--- config.mk ---
export PLATFORM = sky130hd
export DESIGN_NAME = prewish_mask_responder
export DESIGN_NICKNAME = d
export VERILOG_FILES = /design/src/rtl/prewish_pkg.sv /design/src/rtl/prewish_mask_fifo.sv /design/src/rtl/prewish_mask_responder.sv
export SDC_FILE = /design/constraint.sdc
export NUM_CORES = 1
export LEC_CHECK = 0
export ABC_AREA = 0
export BUFFER_PORTS_ARGS = -buffer_cell sky130_fd_sc_hd__buf_2
export CORE_MARGIN = 2
export CORE_UTILIZATION = 50
export DETAILED_ROUTE_END_ITERATION = 8
export GPL_TIMING_DRIVEN = 1
export PLACE_DENSITY = 0.76
export SKIP_CTS_REPAIR_TIMING = 1
export SLEW_MARGIN = 10
export SYNTH_ARGS = -nofsm -noshare
export SYNTH_HDL_FRONTEND = slang
export SYNTH_SLANG_ARGS = --single-unit
--- constraint.sdc ---
create_clock -name CLK_I -period 2.4 [get_ports CLK_I]
set_clock_uncertainty 0.15 [all_clocks]
set_input_delay 0.24 -clock CLK_I [delete_from_list [all_inputs] [get_ports CLK_I]]
set_output_delay 0.24 -clock CLK_I [all_outputs]
set_load 0.02 [all_outputs]
--- src/rtl/prewish_pkg.sv ---
// Shared widths and output-FSM encoding for the mask responder.
package prewish_pkg;
  localparam int MASK_W = 8;

  typedef enum logic [1:0] {
    IDLE  = 2'b00,
    PULSE = 2'b01,
    GAP   = 2'b10
  } state_e;
endpackage

--- src/rtl/prewish_mask_fifo.sv ---
// Small mask FIFO; level is wr-rd with one extra pointer bit, pushes while full are ignored.
module prewish_mask_fifo
  import prewish_pkg::*;
#(
  parameter int DEPTH_LOG2 = 2
) (
  input  logic                  clk,
  input  logic                  rst_n,
  input  logic                  push,
  input  logic                  pop,
  input  logic [MASK_W-1:0]     din,
  output logic [MASK_W-1:0]     dout,
  output logic [DEPTH_LOG2:0]   level,
  output logic                  full
);
  localparam int DEPTH = 1 << DEPTH_LOG2;
  localparam int PW    = DEPTH_LOG2 + 1;

  logic [MASK_W-1:0] mem_q [DEPTH];
  logic [MASK_W-1:0] mem_d [DEPTH];
  logic [PW-1:0]     wr_ptr_q, wr_ptr_d;
  logic [PW-1:0]     rd_ptr_q, rd_ptr_d;
  logic              push_ok, pop_ok;

  assign level = wr_ptr_q - rd_ptr_q;
  assign full  = (level == PW'(DEPTH));
  assign dout  = mem_q[rd_ptr_q[DEPTH_LOG2-1:0]];

  always_comb begin
    push_ok  = push & ~full;
    pop_ok   = pop & (level != '0);
    mem_d    = mem_q;
    wr_ptr_d = wr_ptr_q;
    rd_ptr_d = rd_ptr_q;
    if (push_ok) begin
      mem_d[wr_ptr_q[DEPTH_LOG2-1:0]] = din;
      wr_ptr_d = wr_ptr_q + PW'(1);
    end
    if (pop_ok) begin
      rd_ptr_d = rd_ptr_q + PW'(1);
    end
  end

  always_ff @(posedge clk or negedge rst_n) begin
    if (!rst_n) begin
      mem_q    <= '{default: '0};
      wr_ptr_q <= '0;
      rd_ptr_q <= '0;
    end else begin
      mem_q    <= mem_d;
      wr_ptr_q <= wr_ptr_d;
      rd_ptr_q <= rd_ptr_d;
    end
  end
endmodule

--- src/rtl/prewish_mask_responder.sv ---
// Captures masks on STB_I rising edges into a FIFO and replays them as rate-limited STB_O strobes.
// Edge->STB_O is 3 cycles when idle; strobes are spaced 2**GAP_BITS+1 cycles; a full queue drops with ERR_O.
module prewish_mask_responder
  import prewish_pkg::*;
#(
  parameter int GAP_BITS   = 4,
  parameter int DEPTH_LOG2 = 2,
  parameter int ALIVE_BITS = 23
) (
  input  logic                CLK_I,
  input  logic                RST_I,
  input  logic                STB_I,
  input  logic [MASK_W-1:0]   DAT_I,
  output logic                ACK_O,
  output logic                ERR_O,
  output logic                STB_O,
  output logic [MASK_W-1:0]   DAT_O,
  output logic [DEPTH_LOG2:0] o_level,
  output logic                o_overflow,
  output logic                o_alive
);
  // PULSE plus the GAP cycles plus the IDLE pop cycle gives the 2**GAP_BITS+1 period.
  localparam logic [GAP_BITS-1:0] GAP_MAX = GAP_BITS'((1 << GAP_BITS) - 2);

  logic                  stb_prev_q, stb_prev_d;
  logic                  edge_q, edge_d;
  logic [MASK_W-1:0]     din_q, din_d;
  logic                  ack_q, ack_d;
  logic                  err_q, err_d;
  logic                  ovf_q, ovf_d;
  logic [ALIVE_BITS-1:0] alive_q, alive_d;
  state_e                state_q, state_d;
  logic [GAP_BITS-1:0]   gap_cnt_q, gap_cnt_d;
  logic                  stb_o_q, stb_o_d;
  logic [MASK_W-1:0]     dat_o_q, dat_o_d;

  logic                  fifo_push, fifo_pop, fifo_full;
  logic [MASK_W-1:0]     fifo_dout;
  logic [DEPTH_LOG2:0]   fifo_level;

  prewish_mask_fifo #(.DEPTH_LOG2(DEPTH_LOG2)) u_fifo (
    .clk   (CLK_I),
    .rst_n (RST_I),
    .push  (fifo_push),
    .pop   (fifo_pop),
    .din   (din_q),
    .dout  (fifo_dout),
    .level (fifo_level),
    .full  (fifo_full)
  );

  always_comb begin
    stb_prev_d = STB_I;
    edge_d     = STB_I & ~stb_prev_q;
    din_d      = edge_d ? DAT_I : din_q;
    fifo_push  = edge_q & ~fifo_full;
    ack_d      = fifo_push;
    err_d      = edge_q & fifo_full;
    ovf_d      = ovf_q | err_d;
    alive_d    = alive_q + ALIVE_BITS'(1);

    state_d    = state_q;
    gap_cnt_d  = gap_cnt_q;
    stb_o_d    = 1'b0;
    dat_o_d    = dat_o_q;
    fifo_pop   = 1'b0;
    case (state_q)
      IDLE: begin
        if (fifo_level != '0) begin
          fifo_pop = 1'b1;
          dat_o_d  = fifo_dout;
          stb_o_d  = 1'b1;
          state_d  = PULSE;
        end
      end
      PULSE: begin
        state_d   = GAP;
        gap_cnt_d = '0;
      end
      GAP: begin
        if (gap_cnt_q == GAP_MAX) begin
          state_d   = IDLE;
          gap_cnt_d = '0;
        end else begin
          gap_cnt_d = gap_cnt_q + GAP_BITS'(1);
        end
      end
      default: begin
        state_d   = IDLE;
        gap_cnt_d = '0;
      end
    endcase
  end

  always_ff @(posedge CLK_I or negedge RST_I) begin
    if (!RST_I) begin
      stb_prev_q <= 1'b0;
      edge_q     <= 1'b0;
      din_q      <= '0;
      ack_q      <= 1'b0;
      err_q      <= 1'b0;
      ovf_q      <= 1'b0;
      alive_q    <= '0;
    end else begin
      stb_prev_q <= stb_prev_d;
      edge_q     <= edge_d;
      din_q      <= din_d;
      ack_q      <= ack_d;
      err_q      <= err_d;
      ovf_q      <= ovf_d;
      alive_q    <= alive_d;
    end
  end

  always_ff @(posedge CLK_I or negedge RST_I) begin
    if (!RST_I) begin
      state_q   <= IDLE;
      gap_cnt_q <= '0;
      stb_o_q   <= 1'b0;
      dat_o_q   <= '0;
    end else begin
      state_q   <= state_d;
      gap_cnt_q <= gap_cnt_d;
      stb_o_q   <= stb_o_d;
      dat_o_q   <= dat_o_d;
    end
  end

  assign ACK_O      = ack_q;
  assign ERR_O      = err_q;
  assign STB_O      = stb_o_q;
  assign DAT_O      = dat_o_q;
  assign o_level    = fifo_level;
  assign o_overflow = ovf_q;
  assign o_alive    = alive_q[ALIVE_BITS-1];
endmodule

==> run_results.csv <==
group,metric,value,unit
outcome,status,"completed",
detailed_routing,drc,0,
logic_synthesis,synth_seq_cells,89,
logic_synthesis,async_flop_share,100.0,%
global_routing,grt_pass1_vias,2339,
layout,final_cell_mix,"dfrtp_1 (89), mux2_4 (32), buf_2 (25)",
logic_synthesis,seq_area_frac_synth,55.57,%
floorplanning,die_area,8747,sq um
detailed_routing,wl_per_cell,15.53,um
job,drv_cap,0,
floorplanning,dieWidth,93.53,um
cts,numCtsBuffers,9,
global_routing,grt_pass1_wl,11630,um
floorplanning,core_area,7727,sq um
power,power_density,1235,nW/um^2
timing,timing.final.crit_period,2331,ps
layout,antenna_cells,0,
worst_setup_path,reg2reg_from,"u_fifo.wr_ptr_q[0]",
layout,final_nets,349,
worst_setup_path,ff2ff_path_depth,7,
logic_synthesis,muxShareOfSynthArea,21.26,%
timing,finalHoldViolations,0,
global_routing,overflow,0,
timing,finalSetupViolCount,0,
floorplanning,initial_core_util,51.86,%
detailed_routing,met1_length,3272,um
timing,drv_slew,0,
layout,nFillCells,580,
worst_setup_path,criticalPathCategory,"register to register",
worst_setup_path,path_max_fanout,8,
detailed_routing,drt-vias-per-instance,5.301,
timing,tns,0,ps
worst_hold_path,hp-class,"input pin to async pin",
worst_setup_path,critPathLaunchType,"register",
cts,clock-sinks,89,
power,combPwrFrac,42.0,%
detailed_routing,vias,2306,
timing,worst_pin_slew,445.6,ps
power,power_leakage,2.135,nW
timing,rsz0062_at_grt,"false",
logic_synthesis,syn_nets,297,
power,intPower,3.690,mW
detailed_routing,wl,6757,um
detailed_routing,wl_met3,201,um
cts,clk_latency,370,ps
logic_synthesis,synth_edf_count,0,
worst_setup_path,crit_start,"u_fifo.wr_ptr_q[0]",
logic_synthesis,synth_simple_gate_area_share,10.24,%
layout,drive_gt1_share,31.83,%
floorplanning,boundaryPins,27,
logic_synthesis,syn_avg_cell_area,14.52,sq um
global_routing,grt_start_max_net_pins,35,
placement,numPortBuffers,26,
cts,clockBufferDepth,2,
cts,cts_tree,"done",
power,power_frac_seq,39.8,%
logic_synthesis,syn_area,4008,sq um
timing,period_share,97.11,%
floorplanning,rows,32,
detailed_routing,drt_iter0_markers,102,
logic_synthesis,synth_top_family_by_area,"multiplexers",
logic_synthesis,yosysTopAreaCellShare,55.57,%
logic_synthesis,synth_fa_ha_area_share,3.309,%
placement,dp_hpwl,4609,um
cts,clkTransAtPathRegs,110,ps
logic_synthesis,yosys_warnings,0,
logic_synthesis,synth_cell_type_count,35,
layout,area_growth,15.80,%
global_routing,grt_antenna_before_repair,0,
logic_synthesis,synth_xor_area_share,6.088,%
power,power_switching,2.041,mW
timing,slew-limit-headroom,70.29,%
cts,htreeDepth,3,
timing,clock.fmax,429.1,MHz
detailed_routing,highest_layer,"met4",
worst_setup_path,required,2510,ps
power,peakVddDrop,0.5248,mV
worst_setup_path,crit_path_end_kind,"register",
worst_setup_path,critPathArrivalTime,2440,ps
layout,fin_util,60.06,%
placement,place.gp.congestion,0.8256,
worst_setup_path,r2r_end,"u_fifo.mem_q[14]",
global_routing,track_usage,17.66,%
logic_synthesis,syn_inst,276,
logic_synthesis,synth_area_leaders,"dfrtp_1 (56%), mux2_4 (12%), mux2_1 (4.8%)",
worst_setup_path,ff2ff_setup_slack,70,ps
floorplanning,die_h,93.53,um
layout,final_common_cell,"dfrtp_1",
detailed_routing,antenna_left,0,
detailed_routing,dr_wl_met2,3110,um
logic_synthesis,synthFlopType,"dfrtp_1",
logic_synthesis,synth_compound_area_share,1.655,%
detailed_routing,first_pass_iters,4,
power,power_frac_clock,18.1,%
power,switching_share,35.62,%
logic_synthesis,netlist.top_cell.by_area,"dfrtp_1",
cts,clock-root-buffer,"clkbuf_8",
[state kept, by name, indices dropped and copies added (netlist names)]
register and flops:
u_fifo.mem_q 32, alive_q 23, DAT_O 8, din_q 8, gap_cnt_q 4, u_fifo.rd_ptr_q 3, u_fifo.wr_ptr_q 3, state_q 2
ACK_O 1, ERR_O 1, STB_O 1, edge_q 1, o_overflow 1, stb_prev_q 1
[synthesized netlist by cell type (3+ instances only)]
cell / number
a211o_1: 3
and4_1: 3
clkbuf_1: 3
dfrtp_1: 89
ha_1: 9
inv_1: 8
mux2_1: 17
mux2_4: 32
mux4_2: 8
nand2_1: 16
nand3_1: 15
nand4_1: 7
nor2_1: 7
nor2_8: 4
nor3_1: 6
o21ai_0: 3
xnor2_1: 20
xor2_1: 5
[power groups by stage]
stage | Clock, mW | Combinational (mW) | Sequential, mW
after floorplan | 0 | 1.80 | 2.33
after global placement | 0 | 2.31 | 2.29
after detailed placement | 0 | 2.38 | 2.30
after CTS | 1.07 | 2.38 | 2.28
after global routing | 1.14 | 2.61 | 2.34
final | 1.04 | 2.41 | 2.28
[cell families (layout without fill, tap and decap cells)]
| kind of cell | after synthesis | in the layout |
|---|---|---|
| AOI/OAI and AO/OA | 10 | 10 |
| DFF | 89 | 89 |
| adders and majority gates | 10 | 10 |
| and+or+nand+nor | 68 | 68 |
| muxes | 57 | 57 |
| buffers and inverters | 16 | 73 |
| xor gates and xnor gates | 26 | 26 |
[metal layers]
metal,track usage (%),vias up
met3,3.948,12
met5,0,-
met4,8.824,0
met1,24.95,1180
li1,-,1083
met2,25.78,31
[metrics by stage]
stage	area (sq um)	std cells	power, mW	hold slack [ps]	worst slack, ps
6_report	4641	435	5.731	187.6	69.45
4_1_cts	4528	424	5.731	-357.9	29.94
3_5_place_dp	4320	408	4.679	62.69	36.55
5_1_grt	4641	435	6.084	215.3	0.1341
2_1_floorplan	4015	276	4.132	-205.6	1.792
3_3_place_gp	4320	408	4.598	61.27	80.20
[worst max-delay path, cell delays in order (launching register included)]
cell     delay, ps
dfrtp_1        420
inv_2           70
ha_2           160
fa_2           440
and2_4         170
and2_4         230
nor2_8         240
mux2_4         330
[worst max path at each step]
stage	end	depth (start not counted)
global placement	u_fifo.mem_q[1]	7
floorplan	u_fifo.mem_q[0]	8
detailed placement	u_fifo.mem_q[7]	7
finish	u_fifo.mem_q[14]	7
CTS	u_fifo.mem_q[3]	7
global route	u_fifo.mem_q[0]	7
[final cells by class]
class | instances | area, sq um | area share [%]
clock buffer | 9 | 123.9 | 2.669
clock inverter | 7 | 83.83 | 1.806
inverter | 10 | 37.54 | 0.8088
multi-input combinational | 171 | 1713 | 36.91
sequential | 89 | 2227 | 47.99
tap | 102 | 127.6 | 2.750
timing repair buffer | 47 | 327.8 | 7.064
Note: power is estimated with default switching activity, not from simulation.
